$ cat src/rtl/uart_pkg.sv
// Shared constants, state encoding and helpers for the parametrised UART core.
package uart_pkg;

  localparam int unsigned OVERSAMPLE = 16;

  localparam int unsigned PAR_NONE = 0;
  localparam int unsigned PAR_ODD  = 1;
  localparam int unsigned PAR_EVEN = 2;

  typedef enum logic [2:0] {
    ST_IDLE   = 3'd0,
    ST_START  = 3'd1,
    ST_DATA   = 3'd2,
    ST_PARITY = 3'd3,
    ST_STOP   = 3'd4
  } uart_state_e;

  // Received character with its line-error flags, delivered as one word.
  typedef struct packed {
    logic [7:0] data;
    logic       frame_err;
    logic       parity_err;
  } rx_word_t;

  function automatic logic [7:0] data_mask(input int unsigned bits);
    return 8'((9'h1 << bits) - 9'h1);
  endfunction

  // Expects data already masked to the configured width.
  function automatic logic parity_bit(input logic [7:0] data, input int unsigned mode);
    return (mode == PAR_ODD) ? ~^data : ^data;
  endfunction

endpackage

$ cat src/rtl/uart_core_param_baud_tick.sv
// Free-running divider: one-clock tick every DIV clocks, shared by TX and RX.
module uart_baud_tick #(
  parameter int unsigned DIV = 1
) (
  input  logic clk,
  input  logic rst,
  output logic tick
);

  localparam int unsigned CW = (DIV > 1) ? $clog2(DIV) : 1;
  localparam logic [CW-1:0] LAST = CW'(DIV - 1);

  logic [CW-1:0] cnt;

  always_ff @(posedge clk) begin
    if (rst) begin
      cnt  <= '0;
      tick <= 1'b0;
    end else begin
      tick <= (cnt == LAST);
      cnt  <= (cnt == LAST) ? '0 : cnt + CW'(1);
    end
  end

endmodule

$ cat src/rtl/uart_core_param.sv
// Full-duplex UART with configurable framing, valid/ready client ports,
// 16x-oversampled receive with start-bit glitch rejection and error reporting.
module uart_core_param
  import uart_pkg::*;
#(
  parameter int unsigned CLK_HZ    = 50_000_000,
  parameter int unsigned BAUD      = 115_200,
  parameter int unsigned DATA_BITS = 8,
  parameter int unsigned PARITY    = 0,
  parameter int unsigned STOP_BITS = 1
) (
  input  logic       clk,
  input  logic       rst,
  input  logic       rx,
  output logic       tx,
  input  logic [7:0] tx_data,
  input  logic       tx_valid,
  output logic       tx_ready,
  output logic       tx_busy,
  output logic [7:0] rx_data,
  output logic       rx_valid,
  input  logic       rx_ready,
  output logic       rx_frame_err,
  output logic       rx_parity_err,
  output logic       rx_overrun
);

  localparam int unsigned DIV         = CLK_HZ / (BAUD * OVERSAMPLE);
  localparam int unsigned SHIFT_ALIGN = 8 - DATA_BITS;
  localparam logic [7:0]  MASK        = data_mask(DATA_BITS);
  localparam logic [3:0]  TICK_LAST   = 4'(OVERSAMPLE - 1);
  localparam logic [3:0]  TICK_MID    = 4'(OVERSAMPLE / 2 - 1);
  localparam logic [2:0]  DATA_LAST   = 3'(DATA_BITS - 1);
  localparam logic [2:0]  STOP_LAST   = 3'(STOP_BITS - 1);

  logic tick;

  uart_baud_tick #(.DIV(DIV)) u_baud_tick (
    .clk  (clk),
    .rst  (rst),
    .tick (tick)
  );

  // ---------------------------------------------------------------- TX
  uart_state_e tx_state, tx_state_nxt;
  logic [3:0]  tx_tick_cnt, tx_tick_cnt_nxt;
  logic [2:0]  tx_bit_cnt, tx_bit_cnt_nxt;
  logic [7:0]  tx_shift, tx_shift_nxt;
  logic        tx_par, tx_par_nxt;
  logic        tx_nxt, tx_ready_nxt;
  logic        tx_accept, tx_bit_end;

  assign tx_accept  = tx_valid && tx_ready;
  assign tx_bit_end = tick && (tx_tick_cnt == TICK_LAST);

  always_ff @(posedge clk) begin
    if (rst) begin
      tx_state    <= ST_IDLE;
      tx_tick_cnt <= '0;
      tx_bit_cnt  <= '0;
      tx_shift    <= '0;
      tx_par      <= 1'b0;
      tx          <= 1'b1;
      tx_ready    <= 1'b1;
      tx_busy     <= 1'b0;
    end else begin
      tx_state    <= tx_state_nxt;
      tx_tick_cnt <= tx_tick_cnt_nxt;
      tx_bit_cnt  <= tx_bit_cnt_nxt;
      tx_shift    <= tx_shift_nxt;
      tx_par      <= tx_par_nxt;
      tx          <= tx_nxt;
      tx_ready    <= tx_ready_nxt;
      tx_busy     <= ~tx_ready_nxt;
    end
  end

  always_comb begin
    tx_state_nxt = tx_state;
    case (tx_state)
      ST_IDLE:   if (tx_accept) tx_state_nxt = ST_START;
      ST_START:  if (tx_bit_end) tx_state_nxt = ST_DATA;
      ST_DATA:   if (tx_bit_end && (tx_bit_cnt == DATA_LAST))
                   tx_state_nxt = (PARITY != PAR_NONE) ? ST_PARITY : ST_STOP;
      ST_PARITY: if (tx_bit_end) tx_state_nxt = ST_STOP;
      ST_STOP:   if (tx_bit_end && (tx_bit_cnt == STOP_LAST)) tx_state_nxt = ST_IDLE;
      default:   tx_state_nxt = ST_IDLE;
    endcase
  end

  // Line level is computed for the state being entered so tx changes with the state.
  always_comb begin
    tx_tick_cnt_nxt = tx_tick_cnt;
    tx_bit_cnt_nxt  = tx_bit_cnt;
    tx_shift_nxt    = tx_shift;
    tx_par_nxt      = tx_par;
    tx_nxt          = 1'b1;
    tx_ready_nxt    = (tx_state_nxt == ST_IDLE);

    if (tx_state == ST_IDLE) tx_tick_cnt_nxt = '0;
    else if (tick)           tx_tick_cnt_nxt = tx_tick_cnt + 4'd1;

    if (tx_accept) begin
      tx_shift_nxt = tx_data & MASK;
      tx_par_nxt   = parity_bit(tx_data & MASK, PARITY);
    end

    if (tx_bit_end) begin
      tx_bit_cnt_nxt = (tx_state_nxt == tx_state) ? tx_bit_cnt + 3'd1 : 3'd0;
      if (tx_state == ST_DATA) tx_shift_nxt = tx_shift >> 1;
    end

    case (tx_state_nxt)
      ST_START:  tx_nxt = 1'b0;
      ST_DATA:   tx_nxt = tx_shift_nxt[0];
      ST_PARITY: tx_nxt = tx_par;
      default:   tx_nxt = 1'b1;
    endcase
  end

  // ---------------------------------------------------------------- RX
  logic        rx_meta, rx_sync;
  uart_state_e rx_state, rx_state_nxt;
  logic [3:0]  rx_tick_cnt, rx_tick_cnt_nxt;
  logic [2:0]  rx_bit_cnt, rx_bit_cnt_nxt;
  logic [7:0]  rx_shift, rx_shift_nxt;
  logic        rx_par_sample, rx_par_sample_nxt;
  logic        rx_armed, rx_armed_nxt;
  rx_word_t    rx_word, rx_word_nxt;
  logic        rx_valid_nxt, rx_overrun_nxt;
  logic        rx_sample, rx_done, rx_par_err;
  logic [7:0]  rx_frame_data;

  assign rx_sample     = tick && (rx_tick_cnt == ((rx_state == ST_START) ? TICK_MID : TICK_LAST));
  assign rx_done       = (rx_state == ST_STOP) && rx_sample;
  assign rx_frame_data = 8'(rx_shift >> SHIFT_ALIGN) & MASK;
  assign rx_par_err    = (PARITY != PAR_NONE) &&
                         (rx_par_sample != parity_bit(rx_frame_data, PARITY));

  assign rx_data       = rx_word.data;
  assign rx_frame_err  = rx_word.frame_err;
  assign rx_parity_err = rx_word.parity_err;

  always_ff @(posedge clk) begin
    if (rst) begin
      rx_meta       <= 1'b1;
      rx_sync       <= 1'b1;
      rx_state      <= ST_IDLE;
      rx_tick_cnt   <= '0;
      rx_bit_cnt    <= '0;
      rx_shift      <= '0;
      rx_par_sample <= 1'b0;
      rx_armed      <= 1'b1;
      rx_word       <= '0;
      rx_valid      <= 1'b0;
      rx_overrun    <= 1'b0;
    end else begin
      rx_meta       <= rx;
      rx_sync       <= rx_meta;
      rx_state      <= rx_state_nxt;
      rx_tick_cnt   <= rx_tick_cnt_nxt;
      rx_bit_cnt    <= rx_bit_cnt_nxt;
      rx_shift      <= rx_shift_nxt;
      rx_par_sample <= rx_par_sample_nxt;
      rx_armed      <= rx_armed_nxt;
      rx_word       <= rx_word_nxt;
      rx_valid      <= rx_valid_nxt;
      rx_overrun    <= rx_overrun_nxt;
    end
  end

  // A start bit still low at half a bit is real; otherwise treat it as a glitch.
  always_comb begin
    rx_state_nxt = rx_state;
    case (rx_state)
      ST_IDLE:   if (rx_armed && !rx_sync) rx_state_nxt = ST_START;
      ST_START:  if (rx_sample) rx_state_nxt = rx_sync ? ST_IDLE : ST_DATA;
      ST_DATA:   if (rx_sample && (rx_bit_cnt == DATA_LAST))
                   rx_state_nxt = (PARITY != PAR_NONE) ? ST_PARITY : ST_STOP;
      ST_PARITY: if (rx_sample) rx_state_nxt = ST_STOP;
      ST_STOP:   if (rx_sample) rx_state_nxt = ST_IDLE;
      default:   rx_state_nxt = ST_IDLE;
    endcase
  end

  always_comb begin
    rx_tick_cnt_nxt   = rx_tick_cnt;
    rx_bit_cnt_nxt    = rx_bit_cnt;
    rx_shift_nxt      = rx_shift;
    rx_par_sample_nxt = rx_par_sample;
    rx_armed_nxt      = rx_armed;
    rx_word_nxt       = rx_word;
    rx_valid_nxt      = rx_valid && !rx_ready;
    rx_overrun_nxt    = 1'b0;

    if ((rx_state == ST_IDLE) || rx_sample) rx_tick_cnt_nxt = '0;
    else if (tick)                          rx_tick_cnt_nxt = rx_tick_cnt + 4'd1;

    if (rx_state != ST_DATA) rx_bit_cnt_nxt = '0;
    else if (rx_sample)      rx_bit_cnt_nxt = rx_bit_cnt + 3'd1;

    if ((rx_state == ST_DATA) && rx_sample)   rx_shift_nxt = {rx_sync, rx_shift[7:1]};
    if ((rx_state == ST_PARITY) && rx_sample) rx_par_sample_nxt = rx_sync;

    // After a low stop bit (break), wait for the line to go idle before re-arming.
    if (rx_done)                             rx_armed_nxt = rx_sync;
    else if ((rx_state == ST_IDLE) && rx_sync) rx_armed_nxt = 1'b1;

    if (rx_done) begin
      if (rx_valid && !rx_ready) begin
        rx_overrun_nxt = 1'b1;
      end else begin
        rx_valid_nxt = 1'b1;
        rx_word_nxt  = '{data: rx_frame_data, frame_err: ~rx_sync, parity_err: rx_par_err};
      end
    end
  end

endmodule

$ cat config.mk
export PLATFORM = sky130hd
export DESIGN_NAME = uart_core_param
export DESIGN_NICKNAME = d
export VERILOG_FILES = /design/src/rtl/uart_pkg.sv /design/src/rtl/uart_core_param_baud_tick.sv /design/src/rtl/uart_core_param.sv
export SDC_FILE = /design/constraint.sdc
export NUM_CORES = 1
export LEC_CHECK = 0
export ABC_AREA = 1
export CAP_MARGIN = 40
export CELL_PAD_IN_SITES_DETAIL_PLACEMENT = 1
export CELL_PAD_IN_SITES_GLOBAL_PLACEMENT = 1
export CORE_ASPECT_RATIO = 1.2
export CORE_MARGIN = 5
export CORE_UTILIZATION = 43
export CTS_BUF_LIST = sky130_fd_sc_hd__clkbuf_2
export DETAILED_ROUTE_END_ITERATION = 8
export GPL_ROUTABILITY_DRIVEN = 0
export PLACE_DENSITY_LB_ADDON = 0.08
export SLEW_MARGIN = 20
export SYNTH_ARGS = -nofsm -noshare
export SYNTH_HDL_FRONTEND = slang
export SYNTH_SLANG_ARGS = --single-unit
$ cat constraint.sdc
create_clock -name clk -period 1.8 [get_ports clk]
set_input_delay 0.36 -clock clk [delete_from_list [all_inputs] [get_ports clk]]
set_output_delay 0.36 -clock clk [all_outputs]
set_load 0.03 [all_outputs]
After elaboration in Yosys (flattened, before gate mapping)
Index checks and enable logic that the tools add are counted.
{ "op_classes": {"addsub": 5, "bitwise": 4, "n_reduce_logical": 27, "n_eq_ne": 23, "n_mux": 23} }
{ "ops": {"columns": ["operator", "n"], "rows": [
  ["$mux W3", 11],
  ["$pmux W3 S5", 2],
  ["$mux W8", 3],
  ["$eq A3 B2 Y1 const B", 6],
  ["$eq A3 B3 Y1 const B", 4],
  ["$logic_not A3 Y1", 4],
  ["$logic_and A1 B1 Y1", 11],
  ["$ne A2 B2 Y1 const B", 5],
  ["$reduce_or A2 Y1", 5],
  ["$eq A3 B1 Y1 const B", 3],
  ["$add A4 B1 Y4 const B", 2],
  ["$reduce_xor A8 Y1", 1],
  ["$add A3 B1 Y3 const B", 2],
  ["$add A5 B1 Y5 const B", 1],
  ["$eq A5 B5 Y1 const B", 1],
  ["$reduce_and A5 Y1", 1],
  ["$eq A4 B4 Y1", 1],
  ["$eq A4 B4 Y1 const B", 1],
  ["$mux W1", 4],
  ["$mux W4", 1],
  ["$not A1 Y1", 4],
  ["$eq A3 B3 Y1", 1],
  ["$ne A3 B2 Y1 const B", 1],
  ["$pmux W1 S3", 1],
  ["other kinds (5)", 6]
]} }
{ "word_totals": {"input_bits": 13, "word_cells": 103, "reg_bits": 60} }

Depth between registers and ports, before layout
Gate-level depths: netlist of run 1.
{ "logic_depth": {"ltp_word": 7, "mapped_depth": 10, "mapped_depth_nobuf": 10} }

Modules after synthesis
A second synthesis of run 1 with hierarchy kept.
{ "unflattened": {"cells_unflattened": 363, "area_unflattened_um2": 2740.1} }
{ "modules_own_cells": {"columns": ["mod", "area_per_inst_um2", "seq_area_each_um2", "n_inst", "cells_per_inst"], "rows": [
  ["uart_core_param", 2464.9, 1081.0, 1, 328],
  ["uart_baud_tick", 275.3, 120.1, 1, 35]
]} }

Worst setup path after synthesis of run 1
No wires, ideal clock.
{ "synth_path": {"path_kind": "reg2reg", "from": "reg tx_ready", "to": "reg tx", "path_buffers": 0, "synth_period_minus_slack_ps": 1493, "setup_time_ps": 119, "arrival_time_ps": 1374, "path_stages_with_launch": 9, "path_slack_ps": 307, "path_cell_list": "dfxtp_1 -> nand2_1 -> inv_1 -> nand3_1 -> o21ai_0 -> inv_1 -> and2_1 -> nor2_1 -> nand2_1"} }
{ "synth_between": {"elab_chain_cells": 5, "word_cells_on_any_way": 10, "cone_classes": "eq/ne: 3; mux: 6; reduce/logical: 1"} }
{ "synth_lines": {"columns": ["item", "line", "rtl"], "rows": [
  ["start: declaration", "uart_core_param.sv:18", "output logic tx_ready,"],
  ["start signal: assignment", "uart_core_param.sv:73", "tx_ready <= tx_ready_nxt;"],
  ["$logic_and A1 B1 Y1 *", "uart_core_param.sv:53", "assign tx_accept = tx_valid && tx_ready;"],
  ["$mux W3 / $mux W8 (equally long branches)", "uart_core_param.sv:81, uart_core_param.sv:103", null],
  ["$pmux W3 S5 / $mux W8 (equally long branches)", "uart_core_param.sv:80, uart_core_param.sv:110", null],
  ["$eq A3 B2 Y1 (tied with other cells)", "uart_core_param.sv:113", "case (tx_state_nxt)"],
  ["$pmux W1 S3 *", "uart_core_param.sv:113", null],
  ["end signal: assignment", "uart_core_param.sv:72", "tx <= tx_nxt;"],
  ["end: declaration", "uart_core_param.sv:15", "output logic tx,"]
]} }
Mark *: on every way between the ends. The rest lies on a longest branch, timed or not.
A chain may end at the register's enable or synchronous reset.

Worst setup path in the final report of run 1
{ "layout_path": {"from": "reg rx_valid", "to": "out rx_valid"} }
{ "layout_lines": {"columns": ["item", "line", "rtl"], "rows": [
  ["start: declaration", "uart_core_param.sv:21", "output logic rx_valid,"],
  ["start signal: assignment", "uart_core_param.sv:167", "rx_valid <= rx_valid_nxt;"]
]} }
No word-level cell between the ends.

==> summary.md, run 1 <==
| Metric | Value |
|---|---|
| Core Area | `6050 um2` |
| Multi-input logic area | `1270 um2` |
| Reg-to-Reg End | `rx_data[1]` |
| Power Dens Cells | `between 800 and 900 nW/um2` |
| CTS Root Cell | `clkbuf_2` |
| H-tree lvl count | `3` |
| Synth Flop Type | `dfxtp_1` |
| Switching power | `around 0.84 mW` |
| Worst R2R Setup Slack | `0.19 ns` |
| Wire length per cell | `12.9 um` |
| Share of cells above drive strength 1 | `10.9%` |
| Comb power frac | `17.2%` |
| Largest net degree at the start of global routing | `22` |
| Max-cap violations | `0` |
| Switching share of power | `around a third` |
| FFs w/ async S/R, synth | `0%` |
| Yosys warnings | `0` |
| Post-CTS setup buffer count | `0` |
| Status | `complete, no violations` |
| Top delay family on crit path | `flip-flops` |
| Hold Path End | `rx_meta` |
| Top cells by count, synth | `nand2_1 (65), dfxtp_1 (60), inv_1 (39)` |
| Critical path, cell by cell | `clkdlybuf4s15_1` |
| Post-Syn Instances | `roughly 350` |
| R2R Path Start | `rx_tick_cnt[1]` |
| Clk pin slew, worst setup/hold paths | `around 0.18 ns` |
| CTS tree | `yes` |
| Critical path buffer and inverter count | `1` |
| DRC viols | `0` |
| Crit path capture type | `output port` |
| Syn_nets | `~380` |
| Slowest cell on the critical path | `dfxtp_1` |
| Register area share after synthesis | `between 40 and 50%` |
| Total power draw | `between 2 and 3 mW` |
| Crit path required time | `between 1 and 1.5 ns` |
| Number of global-route vias before repair | `2363` |
| Total Nets Final | `410` |
| Final worst path period share | `92.6%` |
| Final WL | `~6.1 mm` |
| HP Start | `rx` |
| Die Wd | `about 82 um` |
| Sequential share of power | `~55%` |
| R2R depth | `7` |
| Register bit count reported by yosys | `60` |
| Via-to-Cell Ratio | `slightly below 5` |
| Avg Cell Area, Syn | `about 7.6 um2` |
| CP arrival | `approximately 1.3 ns` |
| Final hold violation count | `0` |
| Highest clock rate | `between 0.5 and 0.6 GHz` |
| Total congestion overflow | `0` |
| DR vias | `about 2.4k` |
| Maximum VDD drop | `0.000398 V` |
| Critical path startpoint category | `flop` |
| Largest stage delay, worst path | `~0.42 ns` |
| Total I/O pin count | `28` |
| Hold Path Stages | `2` |
| Die ar. | `just under 8000 um2` |
| Core Rows | `31` |
| Num Clock Sinks | `60` |
| Initial Util | `between 40% and 50%` |
| Dpl ws | `roughly 0.026 ns` |
| Most frequent cell after synthesis | `nand2_1` |
| Clk_skew | `approximately 0.023 ns` |
| Area contributors post-synth | `dfxtp_1 (45%), nand2_1 (9.1%), a21oi_1 (7.1%)` |
| Crit Path Class | `reg2out` |
| Number of flops mapped to enable cells by yosys | `0` |
| Total GRT Usage | `17.5%` |
| Final slew viol count | `0` |
| CTS Hold Bufs | `0` |
| Final ANT Viol Nets | `0` |
| Hold Path Class | `in2reg` |
| Clk Latency, worst-skew pair | `around 0.5 ns` |
| Synth Cell Area | `2690 um2` |
| Min Tclk post-route | `approximately 1.7 ns` |
| Drt pass-1 iters | `4` |
| Internal power | `roughly 1.7 mW` |
| Leading area contributor after synthesis | `dfxtp_1` |
| Num CTS Buffers | `9` |
| CP max FO | `3` |
| Post-DP HPWL | `about 4.6 mm` |
| Layout area overhead | `16.4%` |
| Cell variety after synth | `34` |
| Register Area | `1200 um2` |
| Diode count | `0` |
| Clk pwr share | `27.4%` |
| Final WS setup | `between 0.1 and 0.15 ns` |
| Chip height | `between 90 and 100 um` |
| Final setup fails | `0` |
| Yosys top cell area share | `approximately 45%` |
| Non-Filler Instances | `between 400 and 500` |
| Fillcell total | `806` |
| First-pass GRT wire length | `around 11 mm` |
| Clk buf depth | `2` |
| Leak | `~1.3 nW` |
| Cells after DPL | `459` |
| Antenna violations before repair | `0` |
| DR iter-0 viols | `between 40 and 50` |
| RSZ-0062 raised after global routing | `true` |
| # port buffers | `26` |
## stage by stage
stage,TNS [ns],util (%),hold slack (ns),instance area [um2]
final,0,51.7,0.425,3130
after global routing,-0.0126,51.7,0.357,3130
after CTS,0,51.6,0.393,3120
after detailed placement,0,50.4,0.432,3050
after global placement,0,50.4,0.433,3050
after floorplan,0,-,0.389,2690
## per-layer routing
layer | track usage, % | part of all wire [%]
met3 | 5.66 | 3.6
met2 | 30.5 | 51
met4 | 6.23 | 1.1
met1 | 19.8 | 44
met5 | 0 | 0
## area by class of cell
cell class,instances,area share [%]
multi-input combinational,241,40.7
timing repair buffer,34,9.72
inverter,42,5.04
tap,82,3.28
sequential,60,38.4
clock inverter,7,1.40
clock buffer,9,1.44
## registers in the layout, indices dropped and copies added, names as in the netlist, 3 cells and up
name and cells:
rx_bit_cnt 3, rx_data 8, rx_frame_data 8, rx_state 3
rx_tick_cnt 4, tx_bit_cnt 3, tx_shift 8, tx_state 3
tx_tick_cnt 4, u_baud_tick.cnt 5
## worst max-delay path by stage
stage | startpoint | endpoint | cells after the start
after global placement | tx_valid | tx | 9
after floorplan | tx_ready | tx | 8
after global routing | tx_tick_cnt[0] | tx | 9
final | rx_valid | rx_valid | 1
after CTS | rx_valid | rx_valid | 1
after detailed placement | tx_valid | tx | 9
## what timing repair did
item | 4_1_cts | 5_1_grt
endpoints found under the setup margin | 14 | 7
resized for setup | 14 | 4
pin swaps | 0 | 0
## power by group through the flow
stage | registers, mW | logic (mW) | clock network, mW
after global routing | 1.43 | 0.513 | 0.815
after CTS | 1.42 | 0.449 | 0.729
after global placement | 1.45 | 0.438 | 0
final | 1.42 | 0.442 | 0.701
after floorplan | 1.45 | 0.317 | 0
after detailed placement | 1.45 | 0.451 | 0
## placed cells by master, fill, tap and decap left out, types with 5 or more instances in the layout
master	count
buf_4	8
ha_1	9
nand3_1	36
dfxtp_1	60
a21oi_1	37
nand2_1	64
dlygate4sd2_1	13
xnor2_1	6
clkdlybuf4s50_1	12
clkbuf_2	9
xor2_1	5
o21ai_0	16
nor2_1	35
inv_1	39
## logic make-up after synthesis
| kind of cell | count (synthesis) | synth area share (%) |
|---|---|---|
| AO/OA/AOI/OAI | 61 | 12.2 |
| XOR/XNOR | 12 | 4.19 |
| adder cells (fa/ha/maj) | 9 | 4.19 |
| buffers and inverters | 52 | 8.11 |
| AND/OR/NAND/NOR | 158 | 26.5 |
| flip-flops | 60 | 44.7 |
| other | 1 | 0.140 |
Note: power is estimated with default switching activity, not from simulation.
==> inputs of run 2 (changes only) <==
--- a/config.mk
+++ b/config.mk
@@ -10,12 +10,12 @@
 export CELL_PAD_IN_SITES_DETAIL_PLACEMENT = 1
 export CELL_PAD_IN_SITES_GLOBAL_PLACEMENT = 1
 export CORE_ASPECT_RATIO = 1.2
-export CORE_MARGIN = 5
 export CORE_UTILIZATION = 43
 export CTS_BUF_LIST = sky130_fd_sc_hd__clkbuf_2
 export DETAILED_ROUTE_END_ITERATION = 8
 export GPL_ROUTABILITY_DRIVEN = 0
-export PLACE_DENSITY_LB_ADDON = 0.08
+export PLACE_DENSITY_LB_ADDON = 0.15
+export SKIP_LAST_GASP = 1
 export SLEW_MARGIN = 20
 export SYNTH_ARGS = -nofsm -noshare
 export SYNTH_HDL_FRONTEND = slang
==> summary.md, run 2 (synthesized netlist as in run 1, its figures left out) <==
| Metric | Value |
|---|---|
| Status | `complete, no violations (unchanged)` |
| Layout area overhead | `17.8% (was 16.4%)` |
| Num CTS Buffers | `9 (unchanged)` |
| Min Tclk post-route | `1.66 ns (was 1.67 ns)` |
| Maximum VDD drop | `0.000485 V (was 0.000398 V)` |
| Reg-to-Reg End | `tx (was rx_data[1])` |
| Diode count | `0 (unchanged)` |
| Antenna violations before repair | `0 (unchanged)` |
| Final WL | `6.01 mm (was 6.11 mm)` |
| Switching power | `0.827 mW (was 0.841 mW)` |
| Clk buf depth | `2 (unchanged)` |
| Final ANT Viol Nets | `0 (unchanged)` |
| Hold Path Stages | `2 (unchanged)` |
| Number of global-route vias before repair | `2438 (was 2363)` |
| Commonest cells after routing, fill and taps aside | `nand2_1 (65), dfxtp_1 (60), inv_1 (39) (was nand2_1 (64), dfxtp_1 (60), inv_1 (39))` |
| Highest clock rate | `0.603 GHz (was 0.600 GHz)` |
| Top delay family on crit path | `buffers and inverters (was flip-flops)` |
| Final Util | `52.6% (was 51.7%)` |
| Largest net degree at the start of global routing | `19 (was 22)` |
| Leak | `1.33 nW (was 1.31 nW)` |
| DR vias | `2367 (was 2351)` |
| Total GRT Usage | `20.3% (was 17.5%)` |
| Share of cells above drive strength 1 | `11.1% (was 10.9%)` |
| Cells after DPL | `461 (was 459)` |
| H-tree lvl count | `3 (unchanged)` |
| Worst R2R Setup Slack | `0.14 ns (was 0.19 ns)` |
| Clk Latency, worst-skew pair | `0.47 ns (was 0.50 ns)` |
| Hold Path Class | `in2reg (unchanged)` |
| Die ar. | `6570 um2 (was 7930 um2)` |
| Max-cap violations | `0 (unchanged)` |
| Post-CTS setup buffer count | `0 (unchanged)` |
| Wire length on met2 | `3.11 mm (was 3.12 mm)` |
| Initial Util | `44.7% (was 44.4%)` |
| Post-DP HPWL | `4.61 mm (was 4.56 mm)` |
| Clk pwr share | `30.2% (was 27.4%)` |
| Critical path startpoint category | `flop (unchanged)` |
| Total congestion overflow | `0 (unchanged)` |
| CP arrival | `1.30 ns (was 1.31 ns)` |
| Sequential share of power | `52.8% (was 55.4%)` |
| Final setup fails | `0 (unchanged)` |
| Crit Path Class | `reg2out (unchanged)` |
| Chip height | `88.6 um (was 96.6 um)` |
| R2R depth | `8 (was 7)` |
| Num Clock Sinks | `60 (unchanged)` |
| DRC viols | `0 (unchanged)` |
| Clk pin slew, worst setup/hold paths | `0.17 ns (was 0.18 ns)` |
| Critical path, cell by cell | `dlygate4sd2_1 (was clkdlybuf4s15_1)` |
| Final hold violation count | `0 (unchanged)` |
| RSZ-0062 raised after global routing | `false (was true)` |
| CTS Root Cell | `clkbuf_2 (unchanged)` |
| R2R Path Start | `tx_tick_cnt[0] (was rx_tick_cnt[1])` |
| Core Rows | `31 (unchanged)` |
| Clk_skew | `0.0167 ns (was 0.0230 ns)` |
| # resized after CTS | `14 (unchanged)` |
| Total I/O pin count | `28 (unchanged)` |
| CTS tree | `yes (unchanged)` |
| DR iter-0 viols | `70 (was 49)` |
| Hold Path End | `rx_meta (unchanged)` |
| Power Dens Cells | `851 nW/um2 (was 820 nW/um2)` |
| Met1 Wirelength | `2.69 mm (was 2.70 mm)` |
| Crit path required time | `1.44 ns (about the same)` |
| # port buffers | `26 (unchanged)` |
| Slowest cell on the critical path | `dlygate4sd2_1 (was dfxtp_1)` |
| Die Wd | `74.1 um (was 82.1 um)` |
| HP Start | `rx (unchanged)` |
| CTS Hold Bufs | `0 (unchanged)` |
| Crit path capture type | `output port (unchanged)` |
| Via-to-Cell Ratio | `4.96 (was 4.95)` |
| Internal power | `1.86 mW (was 1.72 mW)` |
| Total Nets Final | `412 (was 410)` |
| CP max FO | `3 (unchanged)` |
| Switching share of power | `30.7% (was 32.8%)` |
| Largest stage delay, worst path | `0.42 ns (about the same)` |
| Met3 WL post-DR | `130 um (was 219 um)` |
| Commonest non-fill, non-tap cell in the layout | `nand2_1 (unchanged)` |
| First-pass GRT wire length | `10.2 mm (was 10.6 mm)` |
| Critical path buffer and inverter count | `1 (unchanged)` |
| Wire length per cell | `12.6 um (was 12.9 um)` |
| Final slew viol count | `0 (unchanged)` |
| Non-Filler Instances | `477 (was 475)` |
| Top sig layer | `met4 (unchanged)` |
| Core Area | `6010 um2 (was 6050 um2)` |
| Drt pass-1 iters | `4 (unchanged)` |
| Design area | `3160 um2 (was 3130 um2)` |
| Placed inst area | `3060 um2 (was 3050 um2)` |
| Comb power frac | `16.9% (was 17.2%)` |
| Final worst path period share | `92.1% (was 92.6%)` |
[run 2: stage by stage]
| stage | setup TNS, ns | setup WS, ns | power [mW] | hold WS (ns) |
|---|---|---|---|---|
| CTS | 0 | 0.0597 | 2.73 | 0.412 |
| floorplan | 0 | 0.307 | 1.77 | 0.389 |
| global route | 0 | 0.00429 | 2.85 | 0.422 |
| detailed placement | -0.0649 | -0.0413 | 1.91 | 0.436 |
| finish | 0 | 0.143 | 2.69 | 0.444 |
| global placement | 0 | 0.0754 | 1.89 | 0.429 |
[run 2: final cells by class]
cell class                 count  area [um2]
inverter                      42         158
tap                           82         103
multi-input combinational    241        1270
fill                         768        2850
clock buffer                   9        45.0
sequential                    60        1200
clock inverter                 7        67.6
timing repair buffer          36         318
[run 2: worst max-delay path by stage]
stage	from	endpoint	slack [ns]	cells past startpoint
global route	tx_tick_cnt[0]	tx_shift[4]	0.004	7
floorplan	tx_ready	tx	0.31	8
finish	rx_valid	rx_valid	0.14	1
global placement	tx_valid	tx	0.08	9
CTS	tx_tick_cnt[0]	tx	0.06	8
detailed placement	tx_valid	tx	-0.04	9
[run 2: worst reg2reg max path: stages, from the launching register on]
cell	delay [ns]
dfxtp_1	0.42
ha_1	0.18
nand2_2	0.09
nor2_4	0.20
nand2_1	0.21
o21ai_1	0.23
a21oi_1	0.09
o21ai_0	0.08
nand2_1	0.07
[run 2: layer usage]
layer / vias up / GRT usage (%)
met2: 23 / 36.0
met5: - / 0
met1: 1121 / 23.6
met4: 0 / 7.34
li1: 1214 / -
met3: 9 / 4.78
[run 2: power by group through the flow]
stage               combinational, mW  sequential (mW)  clock (mW)
floorplan                       0.317             1.45           0
global placement                0.440             1.45           0
detailed placement              0.461             1.45           0
CTS                             0.459             1.42       0.854
global route                    0.507             1.43       0.913
finish                          0.456             1.42       0.814
